===== config.mk =====
export PLATFORM = sky130hd
export DESIGN_NAME = dmem_arbiter_flat
export DESIGN_NICKNAME = d
export VERILOG_FILES = /design/src/rtl/dmem_arbiter_pkg.sv /design/src/rtl/dmem_arbiter_if.sv /design/src/rtl/dmem_arbiter.sv /design/src/flat_wrapper.sv
export SDC_FILE = /design/constraint.sdc
export NUM_CORES = 1
export LEC_CHECK = 0
export ABC_AREA = 1
export CAP_MARGIN = 40
export CORE_MARGIN = 3
export CORE_UTILIZATION = 30
export CTS_CLUSTER_DIAMETER = 60
export CTS_CLUSTER_SIZE = 12
export DETAILED_ROUTE_END_ITERATION = 8
export GPL_TIMING_DRIVEN = 0
export HOLD_SLACK_MARGIN = 0.1
export PLACE_DENSITY_LB_ADDON = 0.3
export SYNTH_ARGS = -nofsm -noshare
export SYNTH_HDL_FRONTEND = slang
export SYNTH_SLANG_ARGS = --single-unit

===== constraint.sdc =====
create_clock -name clk -period 2 [get_ports clk]
set_input_delay 0.3 -clock clk [delete_from_list [all_inputs] [get_ports clk]]
set_output_delay 0.3 -clock clk [all_outputs]
set_load 0.02 [all_outputs]

===== src/rtl/dmem_arbiter_pkg.sv =====
// Shared types and the round-robin pick for the data-memory port arbiter.
package dmem_arbiter_pkg;

    typedef enum logic {REQ_CPU, REQ_DBG} req_id_t;
    typedef enum logic {ARB, LOCKED} arb_state_t;

    // On a tie the master that did not win last time gets the port.
    function automatic req_id_t rr_pick(input logic cpu, input logic dbg, input req_id_t last);
        if (cpu && dbg) return (last == REQ_DBG) ? REQ_CPU : REQ_DBG;
        else if (dbg)   return REQ_DBG;
        else            return REQ_CPU;
    endfunction

endpackage


===== src/rtl/dmem_arbiter_if.sv =====
// Bus bundle between the two requesters, the arbiter and the data memory.
interface dmem_arbiter_if #(
    parameter int AW = 32,
    parameter int DW = 32
);
    logic          cpu_req, cpu_we, cpu_gnt, cpu_rvalid;
    logic [AW-1:0] cpu_addr;
    logic [DW-1:0] cpu_wd, cpu_rd;
    logic          dbg_req, dbg_we, dbg_gnt, dbg_rvalid, dbg_lock;
    logic [AW-1:0] dbg_addr;
    logic [DW-1:0] dbg_wd, dbg_rd;
    logic          mem_en, mem_we;
    logic [AW-1:0] mem_addr;
    logic [DW-1:0] mem_wd, mem_rd;

    modport slave (
        input  cpu_req, cpu_we, cpu_addr, cpu_wd,
        input  dbg_req, dbg_we, dbg_addr, dbg_wd, dbg_lock,
        input  mem_rd,
        output cpu_gnt, cpu_rvalid, cpu_rd,
        output dbg_gnt, dbg_rvalid, dbg_rd,
        output mem_en, mem_we, mem_addr, mem_wd
    );

    modport master (
        output cpu_req, cpu_we, cpu_addr, cpu_wd,
        output dbg_req, dbg_we, dbg_addr, dbg_wd, dbg_lock,
        output mem_rd,
        input  cpu_gnt, cpu_rvalid, cpu_rd,
        input  dbg_gnt, dbg_rvalid, dbg_rd,
        input  mem_en, mem_we, mem_addr, mem_wd
    );
endinterface


===== src/rtl/dmem_arbiter.sv =====
// Round-robin arbiter for the single data-memory port, with a bounded debug
// lock and a 1-deep read tag that routes the 1-cycle read return.
module dmem_arbiter
    import dmem_arbiter_pkg::*;
#(
    parameter int AW       = 32,
    parameter int DW       = 32,
    parameter int LOCK_MAX = 8
) (
    input logic          clk,
    input logic          rst,
    dmem_arbiter_if.slave bus
);
    localparam int CW = $clog2(LOCK_MAX + 1);

    arb_state_t    state_q, state_d;
    req_id_t       last_q, last_d, win;
    logic [CW-1:0] cnt_q, cnt_d;
    logic          rpend_q, rpend_d;
    req_id_t       rtag_q, rtag_d;
    logic [DW-1:0] cpu_rd_q, dbg_rd_q;
    logic          cpu_gnt, dbg_gnt, force_rel;
    logic          cpu_rvalid, dbg_rvalid;

    assign win = rr_pick(bus.cpu_req, bus.dbg_req, last_q);

    always_comb begin
        state_d   = state_q;
        cnt_d     = cnt_q;
        last_d    = last_q;
        cpu_gnt   = 1'b0;
        dbg_gnt   = 1'b0;
        force_rel = 1'b0;
        if (!rst) begin
            unique case (state_q)
                ARB: begin
                    if (bus.cpu_req || bus.dbg_req) begin
                        cpu_gnt = (win == REQ_CPU);
                        dbg_gnt = (win == REQ_DBG);
                    end
                    if (dbg_gnt && bus.dbg_lock) begin
                        state_d = LOCKED;
                        cnt_d   = '0;
                    end
                end
                LOCKED: begin
                    dbg_gnt = bus.dbg_req;
                    if (!bus.dbg_lock) begin
                        state_d = ARB;
                        cnt_d   = '0;
                    end else if (bus.cpu_req) begin
                        // Starved CPU forces the port open; it then wins the next tie.
                        if (cnt_q == CW'(LOCK_MAX - 1)) begin
                            state_d   = ARB;
                            cnt_d     = '0;
                            force_rel = 1'b1;
                        end else begin
                            cnt_d = cnt_q + 1'b1;
                        end
                    end
                end
                default: state_d = ARB;
            endcase
        end
        if (cpu_gnt)      last_d = REQ_CPU;
        else if (dbg_gnt) last_d = REQ_DBG;
        if (force_rel)    last_d = REQ_DBG;
    end

    assign rpend_d = (cpu_gnt && !bus.cpu_we) || (dbg_gnt && !bus.dbg_we);
    assign rtag_d  = dbg_gnt ? REQ_DBG : REQ_CPU;

    always_ff @(posedge clk or posedge rst) begin
        if (rst) begin
            state_q  <= ARB;
            last_q   <= REQ_DBG;
            cnt_q    <= '0;
            rpend_q  <= 1'b0;
            rtag_q   <= REQ_CPU;
            cpu_rd_q <= '0;
            dbg_rd_q <= '0;
        end else begin
            state_q <= state_d;
            last_q  <= last_d;
            cnt_q   <= cnt_d;
            rpend_q <= rpend_d;
            rtag_q  <= rtag_d;
            if (cpu_rvalid) cpu_rd_q <= bus.mem_rd;
            if (dbg_rvalid) dbg_rd_q <= bus.mem_rd;
        end
    end

    assign cpu_rvalid = rpend_q && (rtag_q == REQ_CPU);
    assign dbg_rvalid = rpend_q && (rtag_q == REQ_DBG);

    assign bus.cpu_gnt    = cpu_gnt;
    assign bus.dbg_gnt    = dbg_gnt;
    assign bus.cpu_rvalid = cpu_rvalid;
    assign bus.dbg_rvalid = dbg_rvalid;
    // The non-owner's read data holds its last returned value.
    assign bus.cpu_rd     = cpu_rvalid ? bus.mem_rd : cpu_rd_q;
    assign bus.dbg_rd     = dbg_rvalid ? bus.mem_rd : dbg_rd_q;

    assign bus.mem_en   = cpu_gnt | dbg_gnt;
    assign bus.mem_we   = cpu_gnt ? bus.cpu_we   : (dbg_gnt ? bus.dbg_we   : 1'b0);
    assign bus.mem_addr = cpu_gnt ? bus.cpu_addr : (dbg_gnt ? bus.dbg_addr : '0);
    assign bus.mem_wd   = cpu_gnt ? bus.cpu_wd   : (dbg_gnt ? bus.dbg_wd   : '0);

endmodule


===== src/flat_wrapper.sv =====
// flat-port wrapper written by rule: the top's interface ports become plain ports
module dmem_arbiter_flat import dmem_arbiter_pkg::*;
#(
    parameter int AW       = 32,
    parameter int DW       = 32,
    parameter int LOCK_MAX = 8
)
  (clk, rst, bus_cpu_req, bus_cpu_we, bus_cpu_addr, bus_cpu_wd, bus_dbg_req, bus_dbg_we, bus_dbg_addr, bus_dbg_wd, bus_dbg_lock, bus_mem_rd, bus_cpu_gnt, bus_cpu_rvalid, bus_cpu_rd, bus_dbg_gnt, bus_dbg_rvalid, bus_dbg_rd, bus_mem_en, bus_mem_we, bus_mem_addr, bus_mem_wd);
  dmem_arbiter_if #(.AW(AW), .DW(DW)) bus_i ();
  input logic clk;
  input logic rst;
  input wire logic [$bits(bus_i.cpu_req)-1:0] bus_cpu_req;
  input wire logic [$bits(bus_i.cpu_we)-1:0] bus_cpu_we;
  input wire logic [$bits(bus_i.cpu_addr)-1:0] bus_cpu_addr;
  input wire logic [$bits(bus_i.cpu_wd)-1:0] bus_cpu_wd;
  input wire logic [$bits(bus_i.dbg_req)-1:0] bus_dbg_req;
  input wire logic [$bits(bus_i.dbg_we)-1:0] bus_dbg_we;
  input wire logic [$bits(bus_i.dbg_addr)-1:0] bus_dbg_addr;
  input wire logic [$bits(bus_i.dbg_wd)-1:0] bus_dbg_wd;
  input wire logic [$bits(bus_i.dbg_lock)-1:0] bus_dbg_lock;
  input wire logic [$bits(bus_i.mem_rd)-1:0] bus_mem_rd;
  output wire logic [$bits(bus_i.cpu_gnt)-1:0] bus_cpu_gnt;
  output wire logic [$bits(bus_i.cpu_rvalid)-1:0] bus_cpu_rvalid;
  output wire logic [$bits(bus_i.cpu_rd)-1:0] bus_cpu_rd;
  output wire logic [$bits(bus_i.dbg_gnt)-1:0] bus_dbg_gnt;
  output wire logic [$bits(bus_i.dbg_rvalid)-1:0] bus_dbg_rvalid;
  output wire logic [$bits(bus_i.dbg_rd)-1:0] bus_dbg_rd;
  output wire logic [$bits(bus_i.mem_en)-1:0] bus_mem_en;
  output wire logic [$bits(bus_i.mem_we)-1:0] bus_mem_we;
  output wire logic [$bits(bus_i.mem_addr)-1:0] bus_mem_addr;
  output wire logic [$bits(bus_i.mem_wd)-1:0] bus_mem_wd;
  assign bus_i.cpu_req = bus_cpu_req;
  assign bus_i.cpu_we = bus_cpu_we;
  assign bus_i.cpu_addr = bus_cpu_addr;
  assign bus_i.cpu_wd = bus_cpu_wd;
  assign bus_i.dbg_req = bus_dbg_req;
  assign bus_i.dbg_we = bus_dbg_we;
  assign bus_i.dbg_addr = bus_dbg_addr;
  assign bus_i.dbg_wd = bus_dbg_wd;
  assign bus_i.dbg_lock = bus_dbg_lock;
  assign bus_i.mem_rd = bus_mem_rd;
  assign bus_cpu_gnt = bus_i.cpu_gnt;
  assign bus_cpu_rvalid = bus_i.cpu_rvalid;
  assign bus_cpu_rd = bus_i.cpu_rd;
  assign bus_dbg_gnt = bus_i.dbg_gnt;
  assign bus_dbg_rvalid = bus_i.dbg_rvalid;
  assign bus_dbg_rd = bus_i.dbg_rd;
  assign bus_mem_en = bus_i.mem_en;
  assign bus_mem_we = bus_i.mem_we;
  assign bus_mem_addr = bus_i.mem_addr;
  assign bus_mem_wd = bus_i.mem_wd;
  dmem_arbiter #(.AW(AW), .DW(DW), .LOCK_MAX(LOCK_MAX)) u_core (.clk(clk), .rst(rst), .bus(bus_i));
endmodule

# After elaboration in Yosys (flattened, before gate mapping)

Index checks and enable logic that the tools add are counted.

Register bits after elaboration: 72
Bits of input ports: 167
Output and inout bits: 134
Word-level logic and storage cells: 66

Add/sub/neg operators: 1
Equality and inequality tests: 3
Muxes and demuxes: 38
Bitwise gates (word level): 5
Reduce and logical (&&, ||, !) cells: 12

Operator list:

| kind                  | count |
|---|---|
| $mux W32              | 6 |
| $mux W1               | 25 |
| $mux W4               | 4 |
| $pmux W4 S2           | 1 |
| $logic_and A1 B1 Y1   | 6 |
| $add A4 B1 Y4 const B | 1 |
| $eq A4 B3 Y1 const B  | 1 |
| $not A1 Y1            | 4 |
| $pmux W1 S2           | 2 |
| $ne A3 B3 Y1 const B  | 1 |
| $reduce_and A3 Y1     | 1 |
| $reduce_bool A3 Y1    | 1 |
| $logic_not A1 Y1      | 2 |
| $logic_or A1 B1 Y1    | 2 |
| $ne A2 B1 Y1 const B  | 1 |
| $or A1 B1 Y1          | 1 |

# Logic depth before layout (Yosys ltp)

Depth after elaboration: 10
Depth in mapped cells: 8

# Least setup slack after synthesis

OpenSTA, ideal clock, no wires.

Path type: input to register
From: in rst
To: reg u_core.cnt_q[3]
Setup time: 0.066 ns
Data arrival time: 2.572 ns
Path slack: -0.638 ns
Cell stages on the path: 5
Buffers on the path: 0
Cells stage by stage: inv_1 > nand3_1 > nand2_1 > nand2_1 > nand2_1

Cells in the longest elaborated chain, start to end: 2

RTL lines:

| item                               | RTL line           | RTL |
|---|---|---|
| start, declared                    | flat_wrapper.sv:11 | `input logic rst;` |
| $not A1 Y1 (no source line)        | n/a                |  |
| $reduce_and A3 Y1 (no source line) | n/a                |  |
| end signal, assigned               | dmem_arbiter.sv:85 | `cnt_q <= cnt_d;` |
| end, declared                      | dmem_arbiter.sv:18 | `logic [CW-1:0] cnt_q, cnt_d;` |

No other way between the ends.
A chain may end at the register's enable or synchronous reset.

# Worst setup path after layout

From: reg u_core.last_q
To: out bus_mem_addr[4]

Cells in the longest elaborated chain, start to end: 9

RTL lines:

| item                   | RTL line              | RTL |
|---|---|---|
| start, declared        | dmem_arbiter.sv:17    | `req_id_t last_q, last_d, win;` |
| start signal, assigned | dmem_arbiter.sv:84    | `last_q <= last_d;` |
| $mux W1 * (2 in a row) | dmem_arbiter_pkg.sv:9 | `if (cpu && dbg) return (last == REQ_DBG) ? REQ_CPU : REQ_DBG;` |
| $mux W1                | dmem_arbiter.sv:37    | `if (bus.cpu_req \|\| bus.dbg_req) begin` |
| $mux W1                | dmem_arbiter.sv:35    | `unique case (state_q)` |
| $mux W1                | dmem_arbiter.sv:34    | `if (!rst) begin` |
| $pmux W1 S2            | dmem_arbiter.sv:35    |  |
| $mux W1                | dmem_arbiter.sv:34    |  |
| $mux W32               | dmem_arbiter.sv:106   | `assign bus.mem_addr = cpu_gnt ? bus.cpu_addr : (dbg_gnt ? bus.dbg_addr : '0);` |
| $mux W32 *             | dmem_arbiter.sv:106   |  |
| end, declared          | flat_wrapper.sv:30    | `output wire logic [$bits(bus_i.mem_addr)-1:0] bus_mem_addr;` |

Every way passes the cells marked *; elsewhere a longest branch is shown, timed or not. The select of a mux whose other input is x is not followed.

==> reports/results.ini <==
[run_status]
outcome = finished, violations left
failed_checks = setup timing

[synth]
synth_area_leader_cell = dfrtp_1
synth_area_leaders = dfrtp_1 48%, nand2_1 29%, o21ai_0 8.9%, inv_1 4.4%, buf_6 2.8%
postSynthNetCount = 685
netlist.area_leader.share = 0.484
yosys_warnings = 0
syn_area_per_cell_um2 = 7.10
syn_area_um2 = 3670
ys_ff_latch = 72
synth.yosys.seq_area_share = 0.491
synth_cell_types = 16
postSynthCellCount = 517

[cells_and_area]
finish.utilization = 0.632
instances_no_fill = 985
final_nets = 1005
antennaDiodeCount = 0
area_growth_pct = 101
nFillCells = 1028
drive_gt1_frac = 0.316

[power_and_ir_drop]
leakage_nw = 3.87
power_switching_w = 0.00287
power.total_w = 0.00737
ir_worst_vdd_mv = 0.517
power_frac_comb = 0.471
power_frac_clock = 0.234
swShare = 0.390
power.internal_w = 0.00449
p_per_area_nw_per_um2 = 999
pwr-share-seq = 0.295

[clocking]
cts_buffer_depth = 2
htreeDepth = 3
cts_buffers = 9
worstSkewPairLatency_ns = 0.33
clock-root-buffer = clkbuf_16
hold_buffers = 0
tritoncts = done
cts_sinks = 72
path_clk_slew_ns = 0.06

[worst_setup_path]
slowest_delay_ns = 0.57
endpoint = bus_mem_addr[4]
crit_chain = inv_2 -> nand2_2 -> nand3_4 -> inv_6 -> buf_12 -> buf_6 -> nand2_1 -> nand2_1 -> buf_6
worst_setup_path_start_kind = flip-flop
worstPathRequired_ns = 1.70
timing_worst_setup_path_type = reg -> out
crit_fanout = 8
cp.buffers_inverters = 5
crit_family = flip-flops
rr_endpoint = u_core.cnt_q[1]
ff2ff_setup_slack_ns = 0.72
end_kind = primary output
crit_path_start = u_core.last_q
cp_num_cells = 9
r2r_start = u_core.state_q
cpMaxStageDelayCell = dfstp_2
arrival_ns = 1.73
rr_worst_depth = 5

[drt]
drt_iter0_drc = 290
routedWlPerCell_um = 16.8
via_count = 4592
ant_nets = 0
first_pass_iters = 4
wirelength_mm = 16.6
vias_per_cell = 4.66
drc = 0

[grt]
antenna_found_initial = 0
grt_usage = 0.223
grt_pass1_wl_mm = 23.7
grt_max_degree = 39
grt_pass1_vias = 4667
grt_overflow = 0

[place]
routabilityCongestion = 0.851
post-place-ws_ns = -0.662
port_buffers = 300
hpwl_mm = 12.7
dp_cells = 961

[run]
cap_violations = 0

[die]
die_w_um = 117
core_um2 = 11700
die_h_um = 117
rows = 39
ios = 301
die_area_um2 = 13600
start_util = 0.315

[sta]
tightest_slew_ns = 0.994
rsz0062_at_grt = true
timing.slew.headroom = 0.333
max_freq_mhz = 493
fin_crit_ns = 2.03
post-route-period-util = 1.01
report.final.hold_viol_count = 0
layout_setup_ws_ns = -0.0295
finalSetupTns_ns = -0.260
slew_violations = 0
finalSetupViolations = 20
skew_ns = 0.00470

[worst_hold_path]
hold_path_class = in -> async

## cells by family after synthesis
group / Yosys count / share of synthesized area
AOI/OAI and AO/OA: 68 / 0.0938
adders and majority gates: 1 / 0.00341
buffers and inverters: 74 / 0.0972
DFF: 72 / 0.491
and+or+nand+nor: 302 / 0.314
## layer usage
layer | part of all wire | global-route usage | up-vias
li1 | - | - | 2224
met1 | 0.37 | 0.264 | 2140
met2 | 0.53 | 0.400 | 210
met3 | 0.087 | 0.0658 | 18
met4 | 0.014 | 0.0497 | 0
met5 | 0 | 0 | -
## worst reg2reg max path, cell delays in order (launching register included)
cell,delay [ns]
dfrtp_1,0.44
nor2_2,0.19
nand4_1,0.28
nand2_2,0.19
nand2_1,0.07
nand2_1,0.06
## cells in the mapped netlist
master,instances
a21oi_1,1
buf_2,9
buf_6,9
clkbuf_1,9
dfrtp_1,71
dfstp_2,1
ha_1,1
inv_1,43
inv_2,4
nand2_1,281
nand3_1,9
nand4_1,3
nor2_1,9
o211ai_1,1
o21ai_0,65
o22ai_1,1
## cell usage in the layout, fill, tap and decap left out, drive strengths merged
master	netlist	layout
inv	47	47
o211ai	1	1
clkinv	0	2
o22ai	1	1
dfrtp	71	71
clkdlybuf4s50	0	164
a21oi	1	1
dfstp	1	1
bufinv	0	2
nand2	281	281
nand3	9	9
nor2	9	9
dlymetal6s2s	0	1
clkdlybuf4s15	0	7
clkbuf	9	17
ha	1	1
buf	18	153
nand4	3	3
o21ai	65	65
dlygate4sd2	0	3
clkinvlp	0	3
## state kept, by name, indices dropped and copies added (netlist names)
| register | cells |
|---|---|
| u_core.dbg_rd_q | 32 |
| u_core.cnt_q | 4 |
| u_core.rtag_q | 1 |
| u_core.rpend_q | 1 |
| u_core.last_q | 1 |
| u_core.state_q | 1 |
| u_core.cpu_rd_q | 32 |
## power by group through the flow
stage | combinational [W] | clock [W] | sequential, W
floorplan | 0.00171 | 0 | 0.00215
global placement | 0.00358 | 0 | 0.00217
detailed placement | 0.00365 | 0 | 0.00219
CTS | 0.00346 | 0.00175 | 0.00217
global route | 0.00374 | 0.00183 | 0.00222
finish | 0.00347 | 0.00172 | 0.00217
## worst min-delay path by stage
stage | end | slack [ns] | depth (start not counted)
2_1_floorplan | u_core.rpend_q | 0.40 | 1
3_3_place_gp | u_core.cpu_rd_q[2] | 0.48 | 2
3_5_place_dp | u_core.dbg_rd_q[20] | 0.48 | 2
4_1_cts | u_core.cpu_rd_q[29] | 0.35 | 2
5_1_grt | u_core.dbg_rd_q[29] | 0.30 | 2
6_report | u_core.dbg_rd_q[29] | 0.26 | 2
## cell type report
class / instances / area [um^2] / share of cell area
Clock inverter: 6 / 92.6 / 0.0126
Timing Repair Buffer: 308 / 2770 / 0.376
Multi-Input combinational cell: 371 / 1820 / 0.246
Buffer: 27 / 290 / 0.0394
Timing Repair inverter: 1 / 5.00 / 0.000679
Clock buffer: 10 / 229 / 0.0311
Tap cell: 143 / 179 / 0.0243
Inverter: 47 / 185 / 0.0251
Sequential cell: 72 / 1800 / 0.245
## metrics by stage
stage	hold slack, ns	area (um^2)
6_report	0.258	7370
3_5_place_dp	0.483	6880
3_3_place_gp	0.478	6860
4_1_cts	0.353	7240
2_1_floorplan	0.401	3680
5_1_grt	0.301	7370
## timing repair
action | CTS | global route
endpoints found under the setup margin | 137 | 124
pin swaps | 21 | 18
resized for setup | 739 | 132
buffers inserted | 3 | 1
gates cloned | 4 | 1
Power figures use the tool's default switching activity.
